File: config.mk
export PLATFORM = sky130hd
export DESIGN_NAME = reg_alu_pipe
export DESIGN_NICKNAME = d
export VERILOG_FILES = /design/src/rtl/reg_alu_pipe.sv
export SDC_FILE = /design/constraint.sdc
export NUM_CORES = 1
export LEC_CHECK = 0
export BUFFER_PORTS_ARGS = -buffer_cell sky130_fd_sc_hd__buf_4
export CAP_MARGIN = 20
export CORE_MARGIN = 2
export CORE_UTILIZATION = 35
export CTS_CLUSTER_DIAMETER = 50
export DETAILED_ROUTE_END_ITERATION = 16
export PLACE_DENSITY = 0.6
export SLEW_MARGIN = 20
export SYNTH_ARGS = -nofsm -noshare
export SYNTH_HDL_FRONTEND = slang
export SYNTH_SLANG_ARGS = --single-unit
File: constraint.sdc
create_clock -name clk -period 9.4 [get_ports clk]
set_clock_uncertainty 0.05 [all_clocks]
set_input_delay 0.47 -clock clk [delete_from_list [all_inputs] [get_ports clk]]
set_output_delay 0.47 -clock clk [all_outputs]
set_load 0.005 [all_outputs]
File: src/rtl/reg_alu_pipe.sv
// Register file + ALU with a 2-stage EX/WB pipeline, WB->EX forwarding, load stall on mem_valid
// and a registered PSR {C,L,F,Z,N}.
`timescale 1ns/1ps
module reg_alu_pipe #(
  parameter int unsigned DW      = 16,
  parameter int unsigned NREG    = 16,
  parameter int unsigned IMMW    = 8,
  parameter bit          R0_ZERO = 1'b1
) (
  input  logic                     clk,
  input  logic                     rst,
  input  logic                     in_valid_i,
  output logic                     in_ready_o,
  input  logic                     write_i,
  input  logic                     imm_mux_i,
  input  logic [1:0]               wb_mux_i,
  input  logic [$clog2(NREG)-1:0]  r_src_i,
  input  logic [$clog2(NREG)-1:0]  r_dst_i,
  input  logic [4:0]               alu_op_i,
  input  logic [IMMW-1:0]          imm_in_i,
  input  logic [DW-1:0]            pc_ra_i,
  input  logic [DW-1:0]            mem_data_i,
  input  logic                     mem_valid_i,
  output logic [DW-1:0]            d_src_o,
  output logic [DW-1:0]            d_dst_o,
  output logic [DW-1:0]            alu_result_o,
  output logic [4:0]               psr_out_o
);
  localparam int unsigned AW = $clog2(NREG);
  localparam int unsigned SW = $clog2(DW);
  localparam logic [DW-1:0] DW_VAL = DW'(DW);

  localparam logic [4:0] ALU_ADD = 5'd0;
  localparam logic [4:0] ALU_SUB = 5'd1;
  localparam logic [4:0] ALU_CMP = 5'd2;
  localparam logic [4:0] ALU_AND = 5'd3;
  localparam logic [4:0] ALU_OR  = 5'd4;
  localparam logic [4:0] ALU_XOR = 5'd5;
  localparam logic [4:0] ALU_MOV = 5'd6;
  localparam logic [4:0] ALU_LUI = 5'd7;
  localparam logic [4:0] ALU_SLL = 5'd8;
  localparam logic [4:0] ALU_SRL = 5'd9;
  localparam logic [4:0] ALU_SRA = 5'd10;

  logic [DW-1:0] regs_q [NREG];
  logic [DW-1:0] alu_result_q, alu_result_d;
  logic [4:0]    psr_q, psr_d;
  logic          wb_valid_q;
  logic          wb_write_q, wb_write_d;
  logic [AW-1:0] wb_dst_q;

  logic          accept;
  logic          is_arith;
  logic [DW-1:0] b_ext, a_op, b_op, alu_res;
  logic [DW:0]   sum, diff;
  logic          ovf_add, ovf_sub, shift_big;
  logic [SW-1:0] shamt;

  // A load without data holds the op in EX; reset always presents a ready issue port
  assign in_ready_o = rst | ~(in_valid_i & (wb_mux_i == 2'b10) & ~mem_valid_i);
  assign accept     = in_valid_i & in_ready_o;

  // Operand read with forwarding of the pending WB value; r0 reads zero when hardwired
  always_comb begin
    d_src_o = regs_q[r_src_i];
    d_dst_o = regs_q[r_dst_i];
    if (wb_valid_q && wb_write_q && (wb_dst_q == r_src_i)) d_src_o = alu_result_q;
    if (wb_valid_q && wb_write_q && (wb_dst_q == r_dst_i)) d_dst_o = alu_result_q;
    if (R0_ZERO && (r_src_i == '0)) d_src_o = '0;
    if (R0_ZERO && (r_dst_i == '0)) d_dst_o = '0;
  end

  assign is_arith = (alu_op_i == ALU_ADD) || (alu_op_i == ALU_SUB) || (alu_op_i == ALU_CMP);

  always_comb begin
    b_ext = is_arith ? {{(DW-IMMW){imm_in_i[IMMW-1]}}, imm_in_i}
                     : {{(DW-IMMW){1'b0}}, imm_in_i};
    a_op  = d_dst_o;
    b_op  = imm_mux_i ? b_ext : d_src_o;
    sum   = {1'b0, a_op} + {1'b0, b_op};
    diff  = {1'b0, a_op} - {1'b0, b_op};
    ovf_add = (a_op[DW-1] == b_op[DW-1]) && (sum[DW-1] != a_op[DW-1]);
    ovf_sub = (a_op[DW-1] != b_op[DW-1]) && (diff[DW-1] != a_op[DW-1]);
    shamt     = b_op[SW-1:0];
    shift_big = (b_op >= DW_VAL);
    alu_res   = '0;
    psr_d     = psr_q;
    case (alu_op_i)
      ALU_ADD: begin
        alu_res = sum[DW-1:0];
        psr_d   = {sum[DW], 1'b0, ovf_add, (sum[DW-1:0] == '0), sum[DW-1]};
      end
      ALU_SUB: begin
        alu_res = diff[DW-1:0];
        psr_d   = {diff[DW], 1'b0, ovf_sub, (diff[DW-1:0] == '0), diff[DW-1]};
      end
      ALU_CMP: begin
        // N reports signed less-than, so correct the sign bit by the overflow
        alu_res = diff[DW-1:0];
        psr_d   = {diff[DW], diff[DW], ovf_sub, (a_op == b_op), diff[DW-1] ^ ovf_sub};
      end
      ALU_AND: alu_res = a_op & b_op;
      ALU_OR:  alu_res = a_op | b_op;
      ALU_XOR: alu_res = a_op ^ b_op;
      ALU_MOV: alu_res = b_op;
      ALU_LUI: alu_res = {imm_in_i, {(DW-IMMW){1'b0}}};
      ALU_SLL: alu_res = shift_big ? '0 : (a_op << shamt);
      ALU_SRL: alu_res = shift_big ? '0 : (a_op >> shamt);
      ALU_SRA: alu_res = shift_big ? {DW{a_op[DW-1]}} : $unsigned($signed(a_op) >>> shamt);
      default: alu_res = '0;
    endcase
    case (wb_mux_i)
      2'b01:   alu_result_d = pc_ra_i;
      2'b10:   alu_result_d = mem_data_i;
      default: alu_result_d = alu_res;
    endcase
    wb_write_d = write_i && (alu_op_i != ALU_CMP) && !(R0_ZERO && (r_dst_i == '0));
  end

  // EX/WB stage, flags and register file writeback
  always_ff @(posedge clk or posedge rst) begin
    if (rst) begin
      alu_result_q <= '0;
      psr_q        <= '0;
      wb_valid_q   <= 1'b0;
      wb_write_q   <= 1'b0;
      wb_dst_q     <= '0;
      for (int i = 0; i < int'(NREG); i++) regs_q[i] <= '0;
    end else begin
      if (wb_valid_q && wb_write_q) regs_q[wb_dst_q] <= alu_result_q;
      wb_valid_q <= accept;
      if (accept) begin
        alu_result_q <= alu_result_d;
        psr_q        <= psr_d;
        wb_write_q   <= wb_write_d;
        wb_dst_q     <= r_dst_i;
      end
    end
  end

  assign alu_result_o = alu_result_q;
  assign psr_out_o    = psr_q;
endmodule

Word level (Yosys, flattened, before mapping)
Index checks and enable logic that the tools add are counted.

cells by class
  add/subtract/negate cells = 2
  order comparisons = 5
  eq/ne operators = 20
  shift operators = 3
  mux-type cells = 21
  bitwise gates (word level) = 13
  reductions and logical operators = 19

operator list
  operator                                                                 count
  256-bit bitwise mux                                                      1
  16-bit two-way mux                                                       14
  16-bit case mux with 10 select lines                                     1
  16-bit binary-select mux with 4-bit select                               2
  16-bit demux with 4-bit select                                           1
  16-bit zero test                                                         2
  16-bit case mux with 2 select lines                                      1
  5-bit by 3-bit equality test with 1-bit output (second input constant)   4
  16-bit by 16-bit adder with 17-bit output                                1
  16-bit by 16-bit subtractor with 17-bit output                           1
  16-bit AND                                                               1
  16-bit equality test                                                     1
  16-bit by 5-bit >= comparator with 1-bit output (second input constant)  1
  16-bit bitwise OR                                                        1
  16-bit by 4-bit left shift with 16-bit output                            1
  16-bit by 4-bit >> shifter with 16-bit output                            1
  16-bit by 4-bit >>> shifter with 16-bit output                           1
  16-bit XOR                                                               1
  5-bit by 4-bit equality test with 1-bit output (second input constant)   3
  5-bit >= comparator (second input constant)                              3
  4-bit inverter with 5-bit output                                         3
  5-bit case mux with 3 select lines                                       1
  5-bit by 2-bit equality test with 1-bit output (second input constant)   2
  4-bit equality test                                                      2
  19 further kinds                                                         33

word-level totals
  flip-flop bits (word level) = 283
  input port bits = 61
  output and inout port bits = 54
  word-level logic and storage cells = 104

Logic depth before layout (Yosys ltp)
Gate-level depths: netlist (run 1).

  depth in word-level cells = 12
  mapped depth = 28
  mapped depth without buffers = 23

Least setup slack after synthesis (run 1)
No wires, ideal clock.

  kind = input -> register
  from = input port r_src_i[0]
  to = register psr_q[1] (netlist: psr_out_o[1])
  setup time = 0.082 ns
  arrival = 6.959 ns
  data required time = 9.268 ns
  slack = 2.309 ns
  stages on the path = 27
  path buffers = 6
  cells stage by stage = buf_6 > buf_12 > buf_4 > mux4_2 > mux2_2 > o211ai_1 > a31o_2 > buf_2 > clkbuf_1 > ha_1 > clkbuf_1 > a21oi_1 > a21boi_0 > o41ai_1 > o21ai_0 > a21o_1 > a21o_1 > a21o_1 > a21o_1 > fa_1 > or4b_2 > nor4_1 > o2111ai_1 > or4_1 > nor3_1 > a41oi_1 > a31oi_1

between the ends
  word-level cells in the longest chain between the ends = 10
  elaborated cells between the ends (all ways) = 16
  classes of those cells = add/sub (2); eq/ne (2); mux (7); bitwise (1); reduce/logical (4)

RTL lines
  element                                                                                                      RTL line  text
  start: declaration                                                                                           17        input logic [$clog2(NREG)-1:0] r_src_i,
  4-bit inverter with 5-bit output (not written as such)                                                       65        d_src_o = regs_q[r_src_i];
  16-bit binary-select mux with 4-bit select                                                                   65
  16-bit two-way mux (not written as such) (2 in a row)                                                        65
  16-bit two-way mux                                                                                           67        if (wb_valid_q && wb_write_q && (wb_dst_q == r_src_i)) d_src_o = alu_result_q;
  16-bit two-way mux *                                                                                         69        if (R0_ZERO && (r_src_i == '0)) d_src_o = '0;
  16-bit two-way mux *                                                                                         79        b_op = imm_mux_i ? b_ext : d_src_o;
  16-bit by 16-bit subtractor with 17-bit output or 16-bit by 16-bit adder with 17-bit output (tied branches)  81, 80
  16-bit zero test, on equally long branches                                                                   95, 91
  5-bit case mux with 3 select lines *                                                                         88        case (alu_op_i)
  end signal: assignment                                                                                       134       psr_q <= psr_d;
  end: declaration                                                                                             47        logic [4:0] psr_q, psr_d;

Every way passes the cells marked *; elsewhere a longest branch is shown, timed or not. The select of a mux whose other input is x is not followed.
A chain may end at the register's enable or synchronous reset.

Worst setup path after layout (run 1)
Ends and elaborated chain as after synthesis.

==> summary.md, run 1 <==
| Metric | Value |
|---|---|
| I/O Buffers | `114` |
| Max cap viols | `0` |
| DRC | `0` |
| Die height | `between 200 and 250 um` |
| Mapped Area | `between 20000 and 25000 um2` |
| H-tree lvl count | `2` |
| Sw frac | `32.3%` |
| Detailed-routed wire length on met3 | `6160 um` |
| CP required | `9.85 ns` |
| M1 wire length | `between 30000 and 40000 um` |
| Worst min path class | `input pin to asynchronous set/reset pin` |
| Hold Fails Final Rpt | `6` |
| # rows | `87` |
| Core Box Area | `about 57000 um2` |
| Asr flop ratio synth | `100%` |
| Global Route Usage Sum | `between 20% and 30%` |
| Pre-Repair DR Iteration Count | `7` |
| Die area | `59500 um2` |
| Initial antenna violation count | `2` |
| Final Setup Violations | `0` |
| Syn. warnings | `0` |
| WL/cell | `27.8 um` |
| Mapped Avg Cell Area | `11.3 um2` |
| Finished Core Util | `between 40% and 50%` |
| CTS Buf Count | `42` |
| Post-synth EDFFs | `0` |
| CTS tree | `done` |
| Clock sink count | `283` |
| Antenna cells | `0` |
| Achievable Freq | `~140 MHz` |
| # IOs | `roughly 120` |
| Netlist cell types | `between 80 and 90` |
| Ys flop type | `dfrtp_1` |
| Synth Register Bits | `283` |
| Final wirelength | `72300 um` |
| DRT antenna net count | `0` |
| Via density | `6.16` |
| CP arrival | `7.80 ns` |
| Vias in the first global route | `16300` |
| Tcrit/Tclk final | `roughly four fifths` |
| Met2 WL post-DR | `~32000 um` |
| Clock Root Buffer | `clkbuf_16` |
| Hold_ws | `-0.0327 ns` |
| RSZ-0062 raised after global routing | `no` |
| Post-cts resize count | `0` |
| CP peak stage delay | `0.70 ns` |
| Startpoint types | `input pin` |
| Tightest Pin Transition | `1.11 ns` |
| Slew headroom | `around a quarter` |
| P&R area growth vs syn | `14.8%` |
| HPWL after DPL | `50500 um` |
| Cell mode on critical path | `a21o_1` |
| Top Layer Used | `met5` |
| Die width | `244 um` |
| Pint | `2.97 mW` |
| VDD IR max | `0.000116 V` |
| Total global routing overflow | `0` |
| Final #Nets | `1928` |
| Final Wtd Congestion | `1.01` |
| Critical path peak fanout | `46` |
| Total Power | `4.39 mW` |
| Synthesized Nets | `1898` |
| Combinational group share of total power | `25.6%` |
| Slowest CP cell | `buf_4` |
| Clock Pin Slew Worst Setup and Hold Paths | `0.05 ns` |
| Failing checks | `negative hold slack` |
| Outcome | `complete, but fails checks` |
| Clk buf depth | `3` |
| Crit path time final | `approximately 7.4 ns` |
| Worst Setup End Kind | `register` |
| PwrDens | `190 nW/um2` |
| Post-synthesis sequential area ratio | `around a third` |
| Clock latency on the worst-skew pair | `0.59 ns` |
| Synth Instances | `1783` |
| Flop pwr share | `34.9%` |
| First-pass GRT wire length | `roughly 110000 um` |
| First DRT Iteration DRCs | `1584` |
| Worst path cell trace | `buf_4 -> buf_4 -> mux4_2 -> o22ai_1 -> nor2_1 -> a2bb2oi_2 -> o21ai_0 -> inv_1 -> ha_1 -> a21o_1 -> a221oi_1 -> o21ai_0 -> a21o_1 -> a21o_1 -> a21o_1 -> a21o_1 -> fa_1 -> or4b_2 -> nor4_1 -> o2111ai_1 -> or4_1 -> nor3_1 -> a41oi_1 -> a31oi_1` |
| Initial Util | `between 30 and 40%` |
| Fin. max-slew vios | `0` |
| Setup TNS | `0 ns` |
| Layout cell share with drive strength beyond 1 | `a little over a third` |
| Pre-CTS WS | `1.48 ns` |
| Hold_buf cts | `0` |
| Final worst setup slack | `between 2 and 2.5 ns` |
| Worst Setup Path Type | `input pin to register` |
| Cell leakage power | `10.2 nW` |
| Net switching power | `approximately 1.4 mW` |
| Clock network power share | `39.5%` |
| Largest net degree at the start of global routing | `182` |
| Total number of vias | `16000` |
| Buffer count from post-CTS setup fixing | `0` |
cell families (layout without fill, tap and decap cells):
kind of cell,Yosys count,count (layout),share of synthesized area [%]
XOR/XNOR,31,31,1.35
AO/OA/AOI/OAI,367,367,12.9
AND/OR/NAND/NOR,335,335,8.28
multiplexers,484,484,33.8
buffers and inverters,229,293,5.10
adder cells (fa/ha/maj),54,54,3.47
flip-flops,283,283,35.1
worst max-delay path: cells and delay by family:
kind | cells | cell delay, ns
and+or+nand+nor | 5 | 1.66
adders and majority gates | 2 | 0.94
buffers and inverters | 3 | 1.35
muxes | 1 | 0.56
AOI/OAI and AO/OA | 13 | 2.82
power groups by stage:
stage	sequential (mW)	combinational (mW)	clock [mW]
floorplan	1.47	0.796	0
global placement	1.53	1.09	0
detailed placement	1.55	1.11	0
CTS	1.53	1.11	1.76
global route	1.55	1.20	1.82
finish	1.53	1.12	1.74
cell type report:
| class | count | area, um2 |
|---|---|---|
| Clock buffer | 52 | 1160 |
| Clock inverter | 26 | 387 |
| Fill cell | 5360 | 33500 |
| Inverter | 61 | 239 |
| Multi-Input combinational cell | 1271 | 12100 |
| Sequential cell | 283 | 7080 |
| Tap cell | 756 | 946 |
| Timing Repair Buffer | 154 | 1200 |
cells in the mapped netlist, types with 5 or more instances:
| library cell | n | share of area [%] |
|---|---|---|
| a211o_1 | 8 | 0.35 |
| a211oi_1 | 12 | 0.45 |
| a21o_1 | 11 | 0.41 |
| a21oi_1 | 81 | 2.0 |
| a221oi_1 | 14 | 0.61 |
| a22o_1 | 9 | 0.39 |
| a22oi_1 | 20 | 0.75 |
| a2bb2oi_2 | 5 | 0.37 |
| a31oi_1 | 16 | 0.50 |
| a32o_1 | 9 | 0.45 |
| and2_1 | 7 | 0.22 |
| and3_1 | 7 | 0.22 |
| buf_1 | 19 | 0.35 |
| buf_2 | 33 | 0.82 |
| buf_4 | 14 | 0.52 |
| buf_6 | 6 | 0.34 |
| clkbuf_1 | 94 | 1.8 |
| dfrtp_1 | 283 | 35 |
| ha_1 | 51 | 3.2 |
| inv_1 | 58 | 1.1 |
| mux2_2 | 262 | 15 |
| mux2i_1 | 91 | 4.5 |
| mux4_2 | 128 | 14 |
| nand2_1 | 99 | 1.8 |
| nand2b_1 | 18 | 0.56 |
| nand3_1 | 13 | 0.32 |
| nand4_1 | 5 | 0.16 |
| nor2_1 | 86 | 1.6 |
| nor2b_1 | 16 | 0.50 |
| nor3_1 | 27 | 0.67 |
| nor4_1 | 11 | 0.34 |
| o211ai_1 | 27 | 1.0 |
| o21a_1 | 6 | 0.22 |
| o21ai_0 | 48 | 1.2 |
| o21ai_1 | 5 | 0.12 |
| o21bai_1 | 6 | 0.22 |
| o221ai_1 | 11 | 0.48 |
| o22ai_1 | 36 | 1.1 |
| or3_1 | 9 | 0.28 |
| or4_1 | 6 | 0.22 |
| xnor2_1 | 13 | 0.57 |
| xor2_1 | 18 | 0.78 |
stage by stage:
| stage | instances | area [um2] |
|---|---|---|
| after CTS | 2602 | 23100 |
| after global routing | 2603 | 23100 |
| after detailed placement | 2524 | 21600 |
| after floorplan | 1783 | 20100 |
| after global placement | 2524 | 21500 |
| final | 2603 | 23100 |
final timing paths:
check | startpoint | to | slack [ns] | cells after the start
setup / recovery | r_src_i[0] | psr_out_o[1]$_DFFE_PP0P_ | 2.04 | 24
hold / removal | rst | alu_result_o[11]$_DFFE_PP0P_ | -0.03 | 2
setup reg to reg | wb_dst_q[0]$_DFFE_PP0P_ | psr_out_o[1]$_DFFE_PP0P_ | 2.05 | 23
hold reg to reg | wb_write_q$_DFFE_PP0P_ | wb_write_q$_DFFE_PP0P_ | 0.47 | 2
max in group asynchronous | rst | regs_q[131]$_DFFE_PP0P_ | 7.87 | 4
min in group clk | write_i | wb_write_q$_DFFE_PP0P_ | 0.19 | 3
flip-flops by register name (all words and copies together) (netlist names):
register / flops
wb_dst_q: 4
regs_q: 256
psr_out_o: 5
wb_write_q: 1
wb_valid_q: 1
alu_result_o: 16
placed cells by master (no fill, tap or decap), types with 10 or more instances in the layout:
cell type  count
a211oi_1      12
a21o_1        11
a21oi_1       80
a221oi_1      14
a22oi_1       20
a31oi_1       16
buf_4        151
clkbuf_16     43
dfrtp_1      283
ha_1          51
inv_1         57
mux2_2       262
mux2i_1       91
mux4_2       128
nand2_1       99
nand2b_1      18
nand3_1       13
nor2_1        76
nor2b_1       15
nor3_1        25
nor4_1        10
o211ai_1      27
o21ai_0       48
o221ai_1      11
o22ai_1       36
xnor2_1       13
xor2_1        18
metal layers:
metal,vias up,GRT usage (%)
li1,6838,-
met3,162,5.10
met4,4,10.5
met1,8256,32.6
met2,773,37.1
met5,-,0
Power figures use the tool's default switching activity.
==> inputs of run 2 (changes only) <==
PLACE_DENSITY = 0.61   (was 0.6)
clock period = 6.1 ns   (was 9.4 ns; I/O delays follow)
==> run 2 against run 1 <==
The run now ends clean; routed wire length increased by 4.5%; die area is the same; critical path depth decreased by 2; combinational power grew 75%; sequential share of layout area is 1.7 points lower; utilization up 2.4 points; worst hold slack improved by 0.082 ns.
==> summary.md, run 2 (same netlist as run 1, synthesis figures left out) <==
| Metric | Value |
|---|---|
| Met2 WL post-DR | `35300 um (+9.2%)` |
| Slowest CP cell | `o31ai_1` |
| Final #Nets | `2101 (+9.0%)` |
| Cell leakage power | `11.0 nW (+8.0%)` |
| Post-Layout Cell Count | `2773 (+6.5%)` |
| Final worst setup slack | `0.250 ns (-1.79 ns)` |
| M1 wire length | `30300 um (-0.86%)` |
| I/O Buffers | `114 (unchanged)` |
| CP peak stage delay | `0.78 ns (+0.08 ns)` |
| Hold Fails Final Rpt | `0 (-6)` |
| # rows | `87 (unchanged)` |
| DRT antenna net count | `0 (unchanged)` |
| Clock Pin Slew Worst Setup and Hold Paths | `0.06 ns (about the same)` |
| Placed cell count | `2697 (+6.9%)` |
| P&R area growth vs syn | `21.4%` |
| Fin. max-slew vios | `0 (unchanged)` |
| Initial Util | `35.6% (unchanged)` |
| Final wirelength | `75600 um (+4.5%)` |
| Largest register FFs | `256 (unchanged)` |
| Worst path cell trace | `buf_4 -> xor2_1 -> nor3_2 -> and4b_2 -> buf_4 -> a22o_1 -> inv_1 -> ha_1 -> buf_4 -> fa_1 -> nor2b_1 -> o21ai_0 -> a21boi_0 -> buf_4 -> o21ai_0 -> a221oi_1 -> a31oi_1 -> xor2_1 -> o211ai_1 -> nor4b_1 -> buf_4 -> o31ai_1` |
| Startpoint types | `register` |
| Biggest register | `regs_q` |
| Final Setup Violations | `0 (unchanged)` |
| Outcome | `finished clean` |
| Cell mode on critical path | `buf_4` |
| Finished Cell Area | `24500 um2 (+5.8%)` |
| Max cap viols | `0 (unchanged)` |
| Vias in the first global route | `17200 (+5.5%)` |
| Global Route Usage Sum | `25.2% (+1.1 points)` |
| First DRT Iteration DRCs | `1573 (-0.69%)` |
| Most frequent cells in the layout | `buf_4, dfrtp_1, mux2_2` |
| Total global routing overflow | `0 (unchanged)` |
| Via density | `6.08 (-1.3%)` |
| Clock latency on the worst-skew pair | `0.57 ns (-0.02 ns)` |
| Final Wtd Congestion | `0.998 (-1.6%)` |
| Die area | `59500 um2 (unchanged)` |
| WL/cell | `27.2 um (-1.9%)` |
| # IOs | `115 (unchanged)` |
| Tightest Pin Transition | `1.04 ns (-0.0679 ns)` |
| Cell family with most CP delay | `compound AO/OA/AOI/OAI gates` |
| Achievable Freq | `171 MHz` |
| Total number of vias | `16900 (+5.1%)` |
| Clock Root Buffer | `clkbuf_16` |
| Top Layer Used | `met4` |
| Clock sink count | `283 (unchanged)` |
| Die width | `244 um (unchanged)` |
| Die height | `244 um (unchanged)` |
| Worst Setup Path Type | `register to register` |
| H-tree lvl count | `2 (unchanged)` |
| PwrDens | `273 nW/um2 (+44%)` |
| Crit path time final | `5.85 ns` |
| Total Power | `6.68 mW (+52%)` |
| RSZ-0062 raised after global routing | `no` |
| First-pass GRT wire length | `113000 um (+4.4%)` |
| CP required | `6.42 ns (-3.43 ns)` |
| HPWL after DPL | `55600 um (+10%)` |
| CP bufs+invs | `6 (+3)` |
| Core Box Area | `56600 um2 (unchanged)` |
| Post-DP Area | `23000 um2 (+6.5%)` |
| CTS Buf Count | `39 (-7.1%)` |
| CTS tree | `done` |
| Critical path peak fanout | `9 (-80%)` |
| Detailed-routed wire length on met3 | `6390 um (+3.8%)` |
| Setup TNS | `0 ns (unchanged)` |
| Worst Setup End Kind | `register` |
| CP arrival | `6.17 ns (-1.63 ns)` |
| Layout cell share with drive strength beyond 1 | `42.1% (+6.0 points)` |
| Tcrit/Tclk final | `95.9%` |
| Most common cell after layout, fill and taps aside | `buf_4` |
| Worst min path class | `input pin to register` |
| Initial antenna violation count | `2 (unchanged)` |
| Largest net degree at the start of global routing | `170 (-6.6%)` |
| Pre-Repair DR Iteration Count | `5 (-2)` |
| Slew headroom | `30.0% (+4.0 points)` |
| Pre-CTS WS | `-0.191 ns (-1.67 ns)` |
| DRC | `0 (unchanged)` |
| VDD IR max | `0.000195 V (+68%)` |
| Clk buf depth | `3 (unchanged)` |
| Fill cell count | `5320 (-0.75%)` |
run 2: what timing repair did:
item,4_1_cts,5_1_grt
setup endpoints to repair,0,1
setup buffers,0,1
hold buffers,0,1
gates resized for setup,0,15
endpoints found under the hold margin,0,69
run 2: worst register-to-register path, cell delays in order (launching register included):
cell and delay [ns]:
dfrtp_1 0.41, buf_4 0.18, xor2_1 0.16, nor3_2 0.23
and4b_2 0.32, buf_4 0.16, a22o_1 0.17, inv_1 0.06
ha_1 0.21, buf_4 0.14, fa_1 0.52, nor2b_1 0.14
o21ai_0 0.09, a21boi_0 0.19, buf_4 0.16, o21ai_0 0.10
a221oi_1 0.46, a31oi_1 0.17, xor2_1 0.18, o211ai_1 0.49
nor4b_1 0.12, buf_4 0.16, o31ai_1 0.78
run 2: stage by stage:
stage	utilization [%]	hold slack [ns]
after floorplan	-	0.413
after detailed placement	40.6	0.460
after global routing	43.2	0.0427
after global placement	40.6	0.434
final	43.2	0.0490
after CTS	43.0	0.00237
run 2: cell type report:
type	instances	area (um2)	share of cell area [%]
multi-input cells	1271	12200	49.9
flip-flops and latches	283	7080	29.0
repair buffers	330	2620	10.7
clock buffers	53	1120	4.58
well taps	756	946	3.87
clock inverters	18	244	0.998
inverters	61	235	0.962
diodes	1	2.50	0.0102
run 2: worst paths after layout:
| path | from | endpoint | slack (ns) | cells past startpoint |
|---|---|---|---|---|
| max | wb_dst_q[3]$_DFFE_PP0P_ | alu_result_o[10]$_DFFE_PP0P_ | 0.25 | 22 |
| min | write_i | wb_write_q$_DFFE_PP0P_ | 0.05 | 3 |
| max reg2reg | wb_dst_q[3]$_DFFE_PP0P_ | alu_result_o[10]$_DFFE_PP0P_ | 0.25 | 22 |
| min reg2reg | regs_q[22]$_DFFE_PP0P_ | regs_q[22]$_DFFE_PP0P_ | 0.47 | 1 |
| max in group asynchronous | rst | regs_q[234]$_DFFE_PP0P_ | 3.77 | 6 |
| min in group asynchronous | rst | psr_out_o[4]$_DFFE_PP0P_ | 0.34 | 4 |
run 2: metal layers:
| metal | vias up | global-route usage (%) |
|---|---|---|
| met5 | - | 0 |
| met4 | 0 | 10.6 |
| met3 | 203 | 4.80 |
| met2 | 882 | 41.1 |
| met1 | 8591 | 32.7 |
| li1 | 7174 | - |
run 2: where the power goes:
part | switching, mW | leakage [nW] | internal, mW
Combinational | 1.03 | 6.53 | 0.932
Clock | 0.927 | 0.660 | 1.47
Sequential | 0.200 | 3.85 | 2.12
Total | 2.16 | 11.0 | 4.52
